**config.mk**
```make
export PLATFORM = sky130hd
export DESIGN_NAME = div_ctrl_flat
export DESIGN_NICKNAME = d
export VERILOG_FILES = /design/src/rtl/div_ctrl_pkg.sv /design/src/rtl/div_ctrl_if.sv /design/src/rtl/div_step.sv /design/src/rtl/div_ctrl.sv /design/src/flat_wrapper.sv
export SDC_FILE = /design/constraint.sdc
export NUM_CORES = 1
export LEC_CHECK = 0
export ABC_AREA = 1
export CORE_UTILIZATION = 59
export CTS_CLUSTER_SIZE = 14
export DETAILED_ROUTE_END_ITERATION = 8
export DONT_BUFFER_PORTS = 1
export PLACE_DENSITY = 0.77
export SYNTH_ARGS = -nofsm -noshare
export SYNTH_HDL_FRONTEND = slang
export SYNTH_SLANG_ARGS = --single-unit
```
**constraint.sdc**
```tcl
create_clock -name clk -period 3.7 [get_ports clk]
set_input_delay 0.555 -clock clk [delete_from_list [all_inputs] [get_ports clk]]
set_output_delay 0.555 -clock clk [all_outputs]
set_load 0.005 [all_outputs]
```
**src/rtl/div_ctrl_pkg.sv**
```systemverilog
// Shared types and constants for the radix-2 restoring divider controller.
package div_ctrl_pkg;

   localparam int unsigned DIV_DATA_W = 32;
   localparam int unsigned DIV_CNT_W  = 6;

   typedef enum logic [1:0] {
      DIV_FREE    = 2'b00,
      DIV_BY_ZERO = 2'b01,
      DIV_ON      = 2'b10,
      DIV_END     = 2'b11
   } div_state_e;

   localparam logic DIV_RESULT_READY     = 1'b1;
   localparam logic DIV_RESULT_NOT_READY = 1'b0;
   localparam logic DIV_START            = 1'b1;
   localparam logic DIV_STOP             = 1'b0;

endpackage

```
**src/rtl/div_ctrl_if.sv**
```systemverilog
// EX <-> divider request/response bundle.
interface div_ctrl_if #(
   parameter int unsigned DATA_W = div_ctrl_pkg::DIV_DATA_W
);
   logic                  start;
   logic                  signed_div;
   logic [DATA_W-1:0]     opdata1;
   logic [DATA_W-1:0]     opdata2;
   logic                  annul;
   logic [2*DATA_W-1:0]   result;
   logic                  ready;
   logic                  stallreq;

   modport master (
      output start, signed_div, opdata1, opdata2, annul,
      input  result, ready, stallreq
   );

   modport slave (
      input  start, signed_div, opdata1, opdata2, annul,
      output result, ready, stallreq
   );
endinterface

```
**src/rtl/div_step.sv**
```systemverilog
// One restoring-division iteration: shift in a dividend bit, conditionally subtract.
module div_step #(
   parameter int unsigned DATA_W = 32
) (
   input  logic [DATA_W-1:0] rem,
   input  logic              dividend_bit,
   input  logic [DATA_W-1:0] divisor,
   output logic [DATA_W-1:0] rem_nxt,
   output logic              q_bit
);
   logic [DATA_W:0] shifted;
   logic [DATA_W:0] diff;

   // rem < divisor, so a non-negative diff always fits in DATA_W bits;
   // the extra MSB acts as the borrow flag.
   assign shifted = {rem, dividend_bit};
   assign diff    = shifted - {1'b0, divisor};
   assign q_bit   = ~diff[DATA_W];
   assign rem_nxt = q_bit ? diff[DATA_W-1:0] : shifted[DATA_W-1:0];
endmodule

```
**src/rtl/div_ctrl.sv**
```systemverilog
// Multi-cycle signed/unsigned divider controller returning {remainder, quotient}.
module div_ctrl
   import div_ctrl_pkg::*;
#(
   parameter int unsigned DATA_W = DIV_DATA_W,
   parameter int unsigned CNT_W  = DIV_CNT_W
) (
   input  logic       clk,
   input  logic       resetn,
   div_ctrl_if.slave  bus
);
   div_state_e            state;
   logic [CNT_W-1:0]      cnt;
   logic [DATA_W-1:0]     dividend;
   logic [DATA_W-1:0]     divisor;
   logic [DATA_W-1:0]     rem;
   logic                  sign1;
   logic                  sign2;
   logic [2*DATA_W-1:0]   result;
   logic                  ready;

   logic                  req;
   logic [DATA_W-1:0]     op1_abs;
   logic [DATA_W-1:0]     op2_abs;
   logic [DATA_W-1:0]     rem_nxt;
   logic                  q_bit;
   logic [DATA_W-1:0]     quo_nxt;
   logic [DATA_W-1:0]     quo_fix;
   logic [DATA_W-1:0]     rem_fix;

   assign req     = (bus.start == DIV_START) & ~bus.annul;
   assign op1_abs = bus.opdata1[DATA_W-1] ? DATA_W'('0) - bus.opdata1 : bus.opdata1;
   assign op2_abs = bus.opdata2[DATA_W-1] ? DATA_W'('0) - bus.opdata2 : bus.opdata2;

   div_step #(.DATA_W(DATA_W)) u_step (
      .rem          (rem),
      .dividend_bit (dividend[DATA_W-1]),
      .divisor      (divisor),
      .rem_nxt      (rem_nxt),
      .q_bit        (q_bit)
   );

   // Quotient bits shift into the dividend register as its bits are consumed.
   assign quo_nxt = {dividend[DATA_W-2:0], q_bit};
   assign quo_fix = (sign1 ^ sign2) ? DATA_W'('0) - quo_nxt : quo_nxt;
   assign rem_fix = sign1 ? DATA_W'('0) - rem_nxt : rem_nxt;

   assign bus.stallreq = ((state == DIV_FREE) & req) | (state == DIV_ON) | (state == DIV_BY_ZERO);
   assign bus.result   = result;
   assign bus.ready    = ready;

   always_ff @(posedge clk or negedge resetn) begin
      if (!resetn) begin
         state    <= DIV_FREE;
         cnt      <= '0;
         dividend <= '0;
         divisor  <= '0;
         rem      <= '0;
         sign1    <= 1'b0;
         sign2    <= 1'b0;
         result   <= '0;
         ready    <= DIV_RESULT_NOT_READY;
      end else begin
         ready <= DIV_RESULT_NOT_READY;
         case (state)
            DIV_FREE: begin
               if (req) begin
                  cnt <= '0;
                  rem <= '0;
                  if (bus.opdata2 == '0) begin
                     // Raw dividend is kept for the divide-by-zero result.
                     state    <= DIV_BY_ZERO;
                     dividend <= bus.opdata1;
                     divisor  <= bus.opdata2;
                     sign1    <= 1'b0;
                     sign2    <= 1'b0;
                  end else if (bus.signed_div) begin
                     state    <= DIV_ON;
                     dividend <= op1_abs;
                     divisor  <= op2_abs;
                     sign1    <= bus.opdata1[DATA_W-1];
                     sign2    <= bus.opdata2[DATA_W-1];
                  end else begin
                     state    <= DIV_ON;
                     dividend <= bus.opdata1;
                     divisor  <= bus.opdata2;
                     sign1    <= 1'b0;
                     sign2    <= 1'b0;
                  end
               end
            end
            DIV_BY_ZERO: begin
               if (bus.annul) begin
                  state <= DIV_FREE;
               end else begin
                  result <= {dividend, {DATA_W{1'b1}}};
                  ready  <= DIV_RESULT_READY;
                  state  <= DIV_END;
               end
            end
            DIV_ON: begin
               if (bus.annul) begin
                  state <= DIV_FREE;
               end else begin
                  rem      <= rem_nxt;
                  dividend <= quo_nxt;
                  cnt      <= cnt + CNT_W'(1);
                  if (cnt == CNT_W'(DATA_W - 1)) begin
                     result <= {rem_fix, quo_fix};
                     ready  <= DIV_RESULT_READY;
                     state  <= DIV_END;
                  end
               end
            end
            DIV_END: begin
               state <= DIV_FREE;
            end
            default: begin
               state <= DIV_FREE;
            end
         endcase
      end
   end
endmodule

```
**src/flat_wrapper.sv**
```systemverilog
// flat-port wrapper written by rule: the top's interface ports become plain ports
module div_ctrl_flat import div_ctrl_pkg::*;
#(
   parameter int unsigned DATA_W = DIV_DATA_W,
   parameter int unsigned CNT_W  = DIV_CNT_W
)
  (clk, resetn, bus_start, bus_signed_div, bus_opdata1, bus_opdata2, bus_annul, bus_result, bus_ready, bus_stallreq);
  div_ctrl_if #(.DATA_W(DATA_W)) bus_i ();
  input  logic clk;
  input  logic resetn;
  input wire logic [$bits(bus_i.start)-1:0] bus_start;
  input wire logic [$bits(bus_i.signed_div)-1:0] bus_signed_div;
  input wire logic [$bits(bus_i.opdata1)-1:0] bus_opdata1;
  input wire logic [$bits(bus_i.opdata2)-1:0] bus_opdata2;
  input wire logic [$bits(bus_i.annul)-1:0] bus_annul;
  output wire logic [$bits(bus_i.result)-1:0] bus_result;
  output wire logic [$bits(bus_i.ready)-1:0] bus_ready;
  output wire logic [$bits(bus_i.stallreq)-1:0] bus_stallreq;
  assign bus_i.start = bus_start;
  assign bus_i.signed_div = bus_signed_div;
  assign bus_i.opdata1 = bus_opdata1;
  assign bus_i.opdata2 = bus_opdata2;
  assign bus_i.annul = bus_annul;
  assign bus_result = bus_i.result;
  assign bus_ready = bus_i.ready;
  assign bus_stallreq = bus_i.stallreq;
  div_ctrl #(.DATA_W(DATA_W), .CNT_W(CNT_W)) u_core (.clk(clk), .resetn(resetn), .bus(bus_i));
endmodule
```
==> reports/qor.yml, run 1 <==
synth.avg_cell_area_um2: 6.40
rr_endpoint: "u_core.bus.result[30]$_DFFE_PN0P_"
totalWireLength_um: 44000
synth_fa_ha_area_frac: 0.0384
setup_violations: 0
synth-xor-area-share: 0.0446
viasPerCell: 5.83
synth_top_family_by_area: "simple AND/OR/NAND/NOR gates"
cts.clk_slew.worst_paths_ns: 0.08
cp_slowest_stage_delay_ns: 0.38
grt_max_degree: 172
path_buf_inv: 2
grt_pass1_vias: 13200
ys_seq_area_frac: 0.316
gp_congestion: 0.963
port_buffers: 0
violations: "hold timing"
cts_buffer_depth: 2
slew_viol_final: 0
areaGrowthSynthToFinish_pct: 11.2
holdCritPathClass: "input port to async pin"
hpwl_um: 33300
arrival_ns: 3.96
cp_slowest_cell: "dfrtp_1"
syn-cell-area_um2: 13600
async_reset_ff_frac: 1.00
synth-simple-area-share: 0.358
wire_per_inst_um: 18.0
core_area_um2: 22600
fillerInstances: 2066
r2r-start: "u_core.dividend[31]$_DFFE_PN0P_"
nets: 2253
finClkSkew_ns: 0.0190
period_minus_slack_ns: 3.59
synth-compound-area-share: 0.132
die-height_um: 154
cp_num_cells: 25
antenna_found_initial: 0
grt-ovfl-total: 0
firstDrtPassIters: 6
hold_viol: 171
die_w_um: 154
synth_nets: 2229
hold_ws_ns: -0.190
min_period_over_period: 0.971
outcome: "complete, but fails checks"
cts_tree: "done"
cts.sinks: 171
maxSlewHeadroom: 0.153
synth_mux_area_frac: 0
grt_usage: 0.375
drtIter0Drc: 1440
numCtsBuffers: 17
ant_nets: 0
syn_inst: 2119
ys.flop_type: "dfrtp_1"
yosysTopAreaCellShare: 0.316
setup-tns-final_ns: 0
num_vias: 14200
maxCapViolCount: 0
htreeDepth: 4
start_util: 0.601
tightest_slew_ns: 1.27
crit_path_start_kind: "flip-flop"
yosysMostFrequentCell: "nand2_1"
grt_pass1_wl_um: 69100
rows: 55
yosys_register_bits: 171
cp.required_ns: 4.07
synth-edff-count: 0
worstSetupPathType: "flip-flop to flip-flop"
diodes: 0
fmax_ghz: 0.278
die_area_um2: 23600
ioPinCount: 135
clock_latency_ns: 0.44
synth.distinct_cells: 53
yosys_warnings: 0
route.detailed.drc: 0
synth_common_cells: "nand2_1, inv_1, nor2_1"
worstPathMaxFanout: 5
reg2reg_depth: 25
ff2ff_setup_slack_ns: 0.11
yosysTopAreaCell: "dfrtp_1"
endpoint_kind: "flip-flop"
cpMostUsedCell: "nand2_2"
synthTopCellsByArea: "dfrtp_1, nand2_1, inv_1"
cts-root-buf: "clkbuf_16"
drive_gt1_frac: 0.0983
crit_family: "simple AND/OR/NAND/NOR gates"
[state kept, by name, indices dropped and copies added, names as in the netlist]
signal and flops:
u_core.bus.result 64, u_core.dividend 32, u_core.divisor 32, u_core.rem 32, u_core.cnt 6, u_core.state 2, u_core.bus.ready 1, u_core.sign1 1
u_core.sign2 1
[metrics by stage]
stage | utilization | setup WS, ns | hold WS, ns | std cells | area [um^2]
CTS | 0.656 | 0.00580 | -0.201 | 2436 | 14800
global placement | 0.627 | 0.0358 | 0.266 | 2402 | 14200
global route | 0.668 | -0.0658 | -0.204 | 2441 | 15100
detailed placement | 0.627 | -0.0946 | 0.267 | 2402 | 14200
floorplan | - | -0.0511 | 0.259 | 2119 | 13600
finish | 0.668 | 0.107 | -0.190 | 2441 | 15100
[how the worst max path moves through the flow]
stage | startpoint | endpoint | slack [ns]
3_5_place_dp | u_core.dividend[31]$_DFFE_PN0P_ | u_core.bus.result[30]$_DFFE_PN0P_ | -0.09
2_1_floorplan | u_core.dividend[31]$_DFFE_PN0P_ | u_core.bus.result[30]$_DFFE_PN0P_ | -0.05
3_3_place_gp | u_core.dividend[31]$_DFFE_PN0P_ | u_core.bus.result[30]$_DFFE_PN0P_ | 0.04
6_report | u_core.dividend[31]$_DFFE_PN0P_ | u_core.bus.result[30]$_DFFE_PN0P_ | 0.11
4_1_cts | u_core.dividend[31]$_DFFE_PN0P_ | u_core.bus.result[30]$_DFFE_PN0P_ | 0.006
5_1_grt | u_core.dividend[31]$_DFFE_PN0P_ | u_core.bus.result[30]$_DFFE_PN0P_ | -0.07
[routing by layer]
| metal | GRT usage | up-vias | wire length (um) |
|---|---|---|---|
| li1 | - | 6812 | - |
| met1 | 0.522 | 6587 | 18900 |
| met2 | 0.585 | 714 | 19700 |
| met3 | 0.0660 | 109 | 3910 |
| met4 | 0.134 | 0 | 1570 |
| met5 | 0 | - | 0 |
[layout by cell type, fill, tap and decap left out, types with 35 or more instances in the layout]
cell       n
dfrtp_1  171
a21oi_1   68
nand3_1  125
nand2_1  691
o22ai_1   35
o21ai_0  111
inv_1    303
nor2_1   184
buf_4     70
xor2_1    44
[worst register-to-register path, stage by stage (launching register included)]
cell,delay [ns]
dfrtp_1,0.38
inv_2,0.08
ha_4,0.13
inv_2,0.04
fa_2,0.35
nand2_2,0.08
nand2_2,0.07
nand3_2,0.07
nand2_2,0.07
nand2_2,0.07
nand2_2,0.07
nand2_4,0.10
nand3_4,0.08
nand2_4,0.12
ha_4,0.16
nand3_4,0.08
nor3_4,0.15
nand3_2,0.14
nor3_4,0.23
nand3_2,0.14
o21ai_4,0.21
nand2_4,0.11
a21oi_4,0.16
o21ai_2,0.07
or2_0,0.22
a21oi_1,0.15
[cell families (layout without fill, tap and decap cells)]
group           count (synthesis)  count (layout)
fa+ha+maj                      41              41
buf+inv                       382             419
compound gates                306             306
flops                         171             171
xor+xnor                       69              69
simple gates                 1150            1150
[what timing repair did]
| item | CTS | global route |
|---|---|---|
| pin swaps | 2 | 13 |
| buffers inserted | 2 | 5 |
| resized for setup | 0 | 46 |
| setup endpoints to repair | 6 | 31 |
| hold endpoints to repair | 171 | 171 |
[area by class of cell]
| cell class | instances | area, um^2 | share of cell area |
|---|---|---|---|
| Multi-Input combinational cell | 1566 | 8080 | 0.536 |
| Clock buffer | 17 | 425 | 0.0282 |
| Inverter | 315 | 1180 | 0.0784 |
| Sequential cell | 171 | 4280 | 0.284 |
| Clock inverter | 15 | 206 | 0.0137 |
| Timing Repair Buffer | 72 | 557 | 0.0369 |
| Tap cell | 285 | 357 | 0.0236 |
Power of run 1 is left out: the tool's default activity adds up to more than one toggle a clock period on the data nets, which glitch-free logic cannot reach.
==> run 2, diff against run 1 <==
--- a/config.mk
+++ b/config.mk
@@ -7,6 +7,7 @@
 export LEC_CHECK = 0
 export ABC_AREA = 1
 export CORE_UTILIZATION = 59
+export CTS_CLUSTER_DIAMETER = 60
 export CTS_CLUSTER_SIZE = 14
 export DETAILED_ROUTE_END_ITERATION = 8
 export DONT_BUFFER_PORTS = 1
==> constraint.sdc (replaced) <==
create_clock -name clk -period 3.7 [get_ports clk]
set_input_delay 0.74 -clock clk [delete_from_list [all_inputs] [get_ports clk]]
set_output_delay 0.74 -clock clk [all_outputs]
set_load 0.005 [all_outputs]
==> reports/qor.yml, run 2 (synthesis gave the netlist of run 1 again) <==
cp_num_cells: 23  # was 25
totalWireLength_um: 44000  # unchanged
p_leak_nw: 7.77
grt_pass1_wl_um: 68600  # was 69100 um
hpwl_um: 33100  # was 33300 um
worstSetupPathType: "flip-flop to flip-flop"  # unchanged
numCtsBuffers: 17  # unchanged
nets: 2265  # was 2253
cts_buffer_depth: 2  # unchanged
ioPinCount: 135  # unchanged
rows: 55  # unchanged
place_ws_ns: -0.0852  # was -0.0946 ns
grt_max_degree: 172  # unchanged
hold_viol: 0  # was 171
r2r-start: "u_core.rem[5]$_DFFE_PN0P_"  # was u_core.dividend[31]$_DFFE_PN0P_
diodes: 0  # unchanged
core_area_um2: 22600  # unchanged
die_w_um: 154  # unchanged
largest_register_ffs: 64  # unchanged
path_buf_inv: 0  # was 2
grt_pass1_vias: 13200  # about the same
fin_cells: 2453  # was 2441
cts.sinks: 171  # unchanged
ff2ff_setup_slack_ns: 0.12  # was 0.11 ns
tightest_slew_ns: 1.06  # was 1.27 ns
period_minus_slack_ns: 3.58  # was 3.59 ns
fmax_ghz: 0.279  # was 0.278 GHz
antenna_found_initial: 0  # unchanged
die_area_um2: 23600  # unchanged
holdCritPathClass: "input port to async pin"  # unchanged
cts-root-buf: "clkbuf_16"  # unchanged
crit_path_start_kind: "flip-flop"  # unchanged
regMostFlops: "u_core.bus.result"  # unchanged
finClkSkew_ns: 0.0204  # was 0.0190 ns
cts.clk_slew.worst_paths_ns: 0.08  # about the same
crit_path_start: "u_core.rem[5]$_DFFE_PN0P_"  # was u_core.dividend[31]$_DFFE_PN0P_
layout_commonest_cell: "nand2_1"  # unchanged
grt_usage: 0.371  # was 0.375
firstDrtPassIters: 6  # unchanged
grt-ovfl-total: 0  # unchanged
maxSlewHeadroom: 0.294  # was 0.153
ir_worst_vdd_mv: 0.601
fillerInstances: 2065  # was 2066
num_vias: 14200  # about the same
outcome: "finished clean"  # was complete, but fails checks
slew_viol_final: 0  # unchanged
setup-tns-final_ns: 0  # unchanged
setup_slack_ns: 0.116  # was 0.107 ns
crit_family: "simple AND/OR/NAND/NOR gates"  # unchanged
die-height_um: 154  # unchanged
setup_violations: 0  # unchanged
fin_total_pwr_mw: 17.6
wire_per_inst_um: 18.0  # about the same
final_cell_mix: "nand2_1, inv_1, nor2_1"  # unchanged
cts_tree: "done"  # unchanged
cpMostUsedCell: "nand2_2"  # unchanged
place_inst: 2403  # was 2402
drive_gt1_frac: 0.102  # was 0.0983
areaGrowthSynthToFinish_pct: 12.5  # was 11.2%
maxCapViolCount: 0  # unchanged
fin_area_um2: 15300  # was 15100 um^2
ant_nets: 0  # unchanged
start_util: 0.601  # unchanged
route.detailed.drc: 0  # unchanged
worstPathMaxFanout: 5  # unchanged
arrival_ns: 3.96  # about the same
port_buffers: 0  # unchanged
crit_end: "u_core.bus.result[30]$_DFFE_PN0P_"  # unchanged
gp_congestion: 0.954  # was 0.963
cp.required_ns: 4.07  # about the same
cp_slowest_cell: "dfrtp_1"  # unchanged
viasPerCell: 5.78  # was 5.83
path_cells: "ha_1 > nand2_2 > nor2_1 > nand3_2 > nand2_2 > nand2_2 > nand2_2 > nand2_4 > nand2_4 > nand2_2 > nand2_4 > ha_4 > nand3_4 > nor3_4 > nand3_2 > nor3_4 > nand3_2 > o21ai_4 > nand2_4 > a21oi_4 > o21ai_2 > or2_0 > a21oi_1"
drtIter0Drc: 1289  # was 1440
reg2reg_depth: 23  # was 25
clock_latency_ns: 0.45  # was 0.44 ns
htreeDepth: 4  # unchanged
endpoint_kind: "flip-flop"  # unchanged
cp_slowest_stage_delay_ns: 0.43  # was 0.38 ns
min_period_over_period: 0.969  # was 0.971
power_density_nw_per_um2: 1150
rr_endpoint: "u_core.bus.result[30]$_DFFE_PN0P_"  # unchanged
place_area_um2: 14200  # about the same
[run 2: changes by cell type in the layout (fill, tap and decap cells not counted), moves of 2 or more]
cell	before	now
buf_4	70	77
buf_16	0	3
dlygate4sd3_1	0	2
ha_4	12	14
nor2_1	184	186
[run 2: cell type report]
class                           instances  area (um^2)  share of cell area
Multi-Input combinational cell       1566         8100               0.531
Tap cell                              285          357              0.0234
Sequential cell                       171         4280               0.281
Clock buffer                           17          425              0.0279
Timing Repair Buffer                   84          721              0.0472
Clock inverter                         15          196              0.0129
Inverter                              315         1180              0.0775
[run 2: routing by layer]
metal,vias up,part of all wire,track usage
met3,94,0.092,0.0753
li1,6834,-,-
met4,0,0.027,0.118
met1,6564,0.43,0.507
met2,676,0.45,0.590
met5,-,0,0
[run 2: repair_timing]
item                       4_1_cts  5_1_grt
gates resized for setup          0       45
setup buffers                    3        9
setup endpoints to repair        6       28
hold endpoints to repair       155       55
pin swaps                        4       12
[run 2: where the power goes]
| group | switching, mW | internal [mW] | leakage (nW) |
|---|---|---|---|
| Sequential | 0.645 | 2.53 | 2.05 |
| Combinational | 8.30 | 4.22 | 5.42 |
| Clock | 0.938 | 0.985 | 0.304 |
[run 2: metrics by stage]
stage	util	hold slack, ns
floorplan	-	0.444
global placement	0.627	0.456
finish	0.676	0.113
detailed placement	0.627	0.457
global route	0.676	0.124
CTS	0.656	-0.0187
[run 2: worst min-delay path by stage]
stage                 from                        endpoint  slack, ns  depth (start not counted)
CTS                 resetn      u_core.rem[14]$_DFFE_PN0P_      -0.02                          0
global route        resetn      u_core.rem[20]$_DFFE_PN0P_       0.12                          1
finish              resetn      u_core.rem[20]$_DFFE_PN0P_       0.11                          1
floorplan           resetn      u_core.bus.ready$_DFF_PN0_       0.44                          0
detailed placement  resetn  u_core.divisor[18]$_DFFE_PN0P_       0.46                          0
global placement    resetn  u_core.divisor[18]$_DFFE_PN0P_       0.46                          0
Note: power is estimated with default switching activity, not from simulation.
==> run 3, diff against run 2 <==
--- a/config.mk
+++ b/config.mk
@@ -14,4 +14,5 @@
 export PLACE_DENSITY = 0.77
 export SYNTH_ARGS = -nofsm -noshare
 export SYNTH_HDL_FRONTEND = slang
+export SYNTH_HIERARCHICAL = 1
 export SYNTH_SLANG_ARGS = --single-unit
==> reports/qor.yml, run 3 <==
maxSlewHeadroom: 0.396  # was 0.294
cp_slowest_stage_delay_ns: 0.41  # was 0.43 ns
outcome: "finished clean"  # unchanged
core_area_um2: 23400  # was 22600 um^2
nets: 2404  # was 2265
fmax_ghz: 0.280  # was 0.279 GHz
synth_nets: 2424  # was 2229
cts_buffer_depth: 2  # unchanged
layout_commonest_cell: "nand2_1"  # unchanged
grt_pass1_wl_um: 69000  # was 68600 um
totalWireLength_um: 44600  # was 44000 um
grt_usage: 0.364  # was 0.371
die_w_um: 156  # was 154 um
yosys_register_bits: 171  # unchanged
cts-root-buf: "clkbuf_16"  # unchanged
yosysTopAreaCellShare: 0.305  # was 0.316
grt_max_degree: 158  # was 172
tightest_slew_ns: 0.904  # was 1.06 ns
syn-cell-area_um2: 14000  # was 13600 um^2
place_inst: 2583  # was 2403
numCtsBuffers: 17  # unchanged
final_cell_mix: "nand2_1, inv_1, nand3_1"  # was nand2_1, inv_1, nor2_1
gp_congestion: 1.05  # was 0.954
start_util: 0.600  # was 0.601
setup_violations: 0  # unchanged
worstSetupPathType: "flip-flop to flip-flop"  # unchanged
grt-ovfl-total: 0  # unchanged
cts.clk_slew.worst_paths_ns: 0.07  # was 0.08 ns
route.detailed.drc: 0  # unchanged
cp.required_ns: 4.02  # was 4.07 ns
die-height_um: 156  # was 154 um
ioPinCount: 135  # unchanged
cp_slowest_cell: "ha_1"  # was dfrtp_1
arrival_ns: 3.89  # was 3.96 ns
grt_pass1_vias: 13400  # was 13.2k
cpMostUsedCell: "nand2_1"  # was nand2_2
num_vias: 14900  # was 14.2k
cts.sinks: 171  # unchanged
grt_use_met3: 0.0867  # was 0.0753
areaGrowthSynthToFinish_pct: 8.16  # was 12.5%
maxCapViolCount: 0  # unchanged
synth.avg_cell_area_um2: 6.07  # was 6.40 um^2
rows: 56  # was 55
hpwl_um: 33600  # was 33100 um
ys_seq_area_frac: 0.305  # was 0.316
htreeDepth: 4  # unchanged
fin_cells: 2626  # was 2453
yosys_warnings: 6  # was 0
viasPerCell: 5.67  # was 5.78
largest_register_ffs: 64  # unchanged
holdCritPathClass: "input port to async pin"  # unchanged
synth-edff-count: 0  # unchanged
met2_usage: 0.554  # was 0.590
wire_per_inst_um: 17.0  # was 18.0 um
drtIter0Drc: 1666  # was 1289
path_buf_inv: 2  # was 0
yosysMostFrequentCell: "nand2_1"  # unchanged
yosysTopAreaCell: "dfrtp_1"  # unchanged
antenna_found_initial: 0  # unchanged
synth_common_cells: "nand2_1, inv_1, nand3_1"  # was nand2_1, inv_1, nor2_1
drive_gt1_frac: 0.0620  # was 0.102
endpoint_kind: "flip-flop"  # unchanged
hold_viol: 0  # unchanged
ys.flop_type: "dfrtp_1"  # unchanged
fin_util: 0.649  # was 0.676
crit_path_start_kind: "flip-flop"  # unchanged
crit_family: "simple AND/OR/NAND/NOR gates"  # unchanged
clock_latency_ns: 0.44  # was 0.45 ns
port_buffers: 0  # unchanged
synthTopCellsByArea: "dfrtp_1, nand2_1, inv_1"  # unchanged
path_cells: "inv_1 > ha_1 > nand2_1 > nor2_1 > nand2_1 > nor2_1 > nand2_4 > nand3_4 > nand2_4 > buf_6 > nand2_1 > nand2_1 > nor2_2 > nand2_1 > nor4_1 > nand3_1 > nand3_1 > nand2_1 > nand3_1 > nand2_1"  # was ha_1 > nand2_2 > nor2_1 > nand3_2 > nand2_2 > nand2_2 > nand2_2 > nand2_4 > nand2_4 > nand2_2 > nand2_4 > ha_4 > nand3_4 > nor3_4 > nand3_2 > nor3_4 > nand3_2 > o21ai_4 > nand2_4 > a21oi_4 > o21ai_2 > or2_0 > a21oi_1
async_reset_ff_frac: 1.00  # unchanged
regMostFlops: "u_core/bus.result"  # was u_core.bus.result
top_usage_layer: "met2"  # unchanged
firstDrtPassIters: 7  # was 6
ant_nets: 0  # unchanged
period_minus_slack_ns: 3.57  # was 3.58 ns
fin_area_um2: 15200  # was 15300 um^2
use_met1: 0.513  # was 0.507
worstPathMaxFanout: 21  # was 5
place_area_um2: 14300  # was 14200 um^2
die_area_um2: 24400  # was 23600 um^2
finClkSkew_ns: 0.0199  # was 0.0204 ns
min_period_over_period: 0.966  # was 0.969
synth.distinct_cells: 48  # was 53
setup-tns-final_ns: 0  # unchanged
cts_tree: "done"  # unchanged
syn_inst: 2313  # was 2119
slew_viol_final: 0  # unchanged
==> run 3: per-stage QoR <==
stage / setup slack [ns] / hold slack, ns
after floorplan: 0.348 / 0.444
after global placement: 0.105 / 0.459
after detailed placement: 0.0676 / 0.460
after CTS: 0.0459 / 0.00238
after global routing: -0.0418 / 0.000725
final: 0.126 / 0.0210
==> run 3: kinds of logic (layout without fill, tap and decap cells) <==
kind of cell               Yosys count  in the layout  synth area share
AOI/OAI and AO/OA                  281            281             0.108
adders and majority gates           42             42            0.0379
buffers and inverters              405            396             0.114
other                                0              1                 0
xor gates and xnor gates            47             47            0.0293
DFF                                171            171             0.305
and+or+nand+nor                   1367           1369             0.406
==> run 3: cell type report <==
| type | count | area (um^2) |
|---|---|---|
| Clock inverter | 15 | 190 |
| Tap cell | 319 | 399 |
| Antenna cell | 1 | 2.50 |
| Fill cell | 2267 | 8210 |
| Sequential cell | 171 | 4280 |
| Clock buffer | 17 | 425 |
| Inverter | 334 | 1250 |
| Timing Repair Buffer | 30 | 263 |
| Multi-Input combinational cell | 1739 | 8380 |
==> run 3: repair_timing <==
action | 4_1_cts | 5_1_grt
buffers inserted | 0 | 5
endpoints found under the setup margin | 0 | 36
endpoints found under the hold margin | 15 | 10
hold buffers | 1 | 2
resized for setup | 0 | 44
==> run 3: per-layer routing <==
metal,up-vias,wire [um]
met3,90,4860
li1,7244,-
met2,725,19200
met5,-,0
met1,6835,19300
met4,0,1180
==> run 3: path summary, 6_finish.rpt <==
path,end,slack (ns),startpoint,depth (start not counted)
max in group asynchronous,u_core/dividend[20]$_DFFE_PN0P_,2.37,resetn,1
min in group clk,u_core/divisor[15]$_DFFE_PN0P_,0.49,bus_opdata2[15],2
setup / recovery,u_core/bus.result[63]$_DFFE_PN0P_,0.13,u_core/divisor[24]$_DFFE_PN0P_,20
hold reg to reg,u_core/divisor[9]$_DFFE_PN0P_,0.49,u_core/divisor[9]$_DFFE_PN0P_,2
hold / removal,u_core/bus.result[57]$_DFFE_PN0P_,0.02,resetn,0
setup reg to reg,u_core/bus.result[63]$_DFFE_PN0P_,0.13,u_core/divisor[24]$_DFFE_PN0P_,20
Power of run 3 is left out for the same reason.
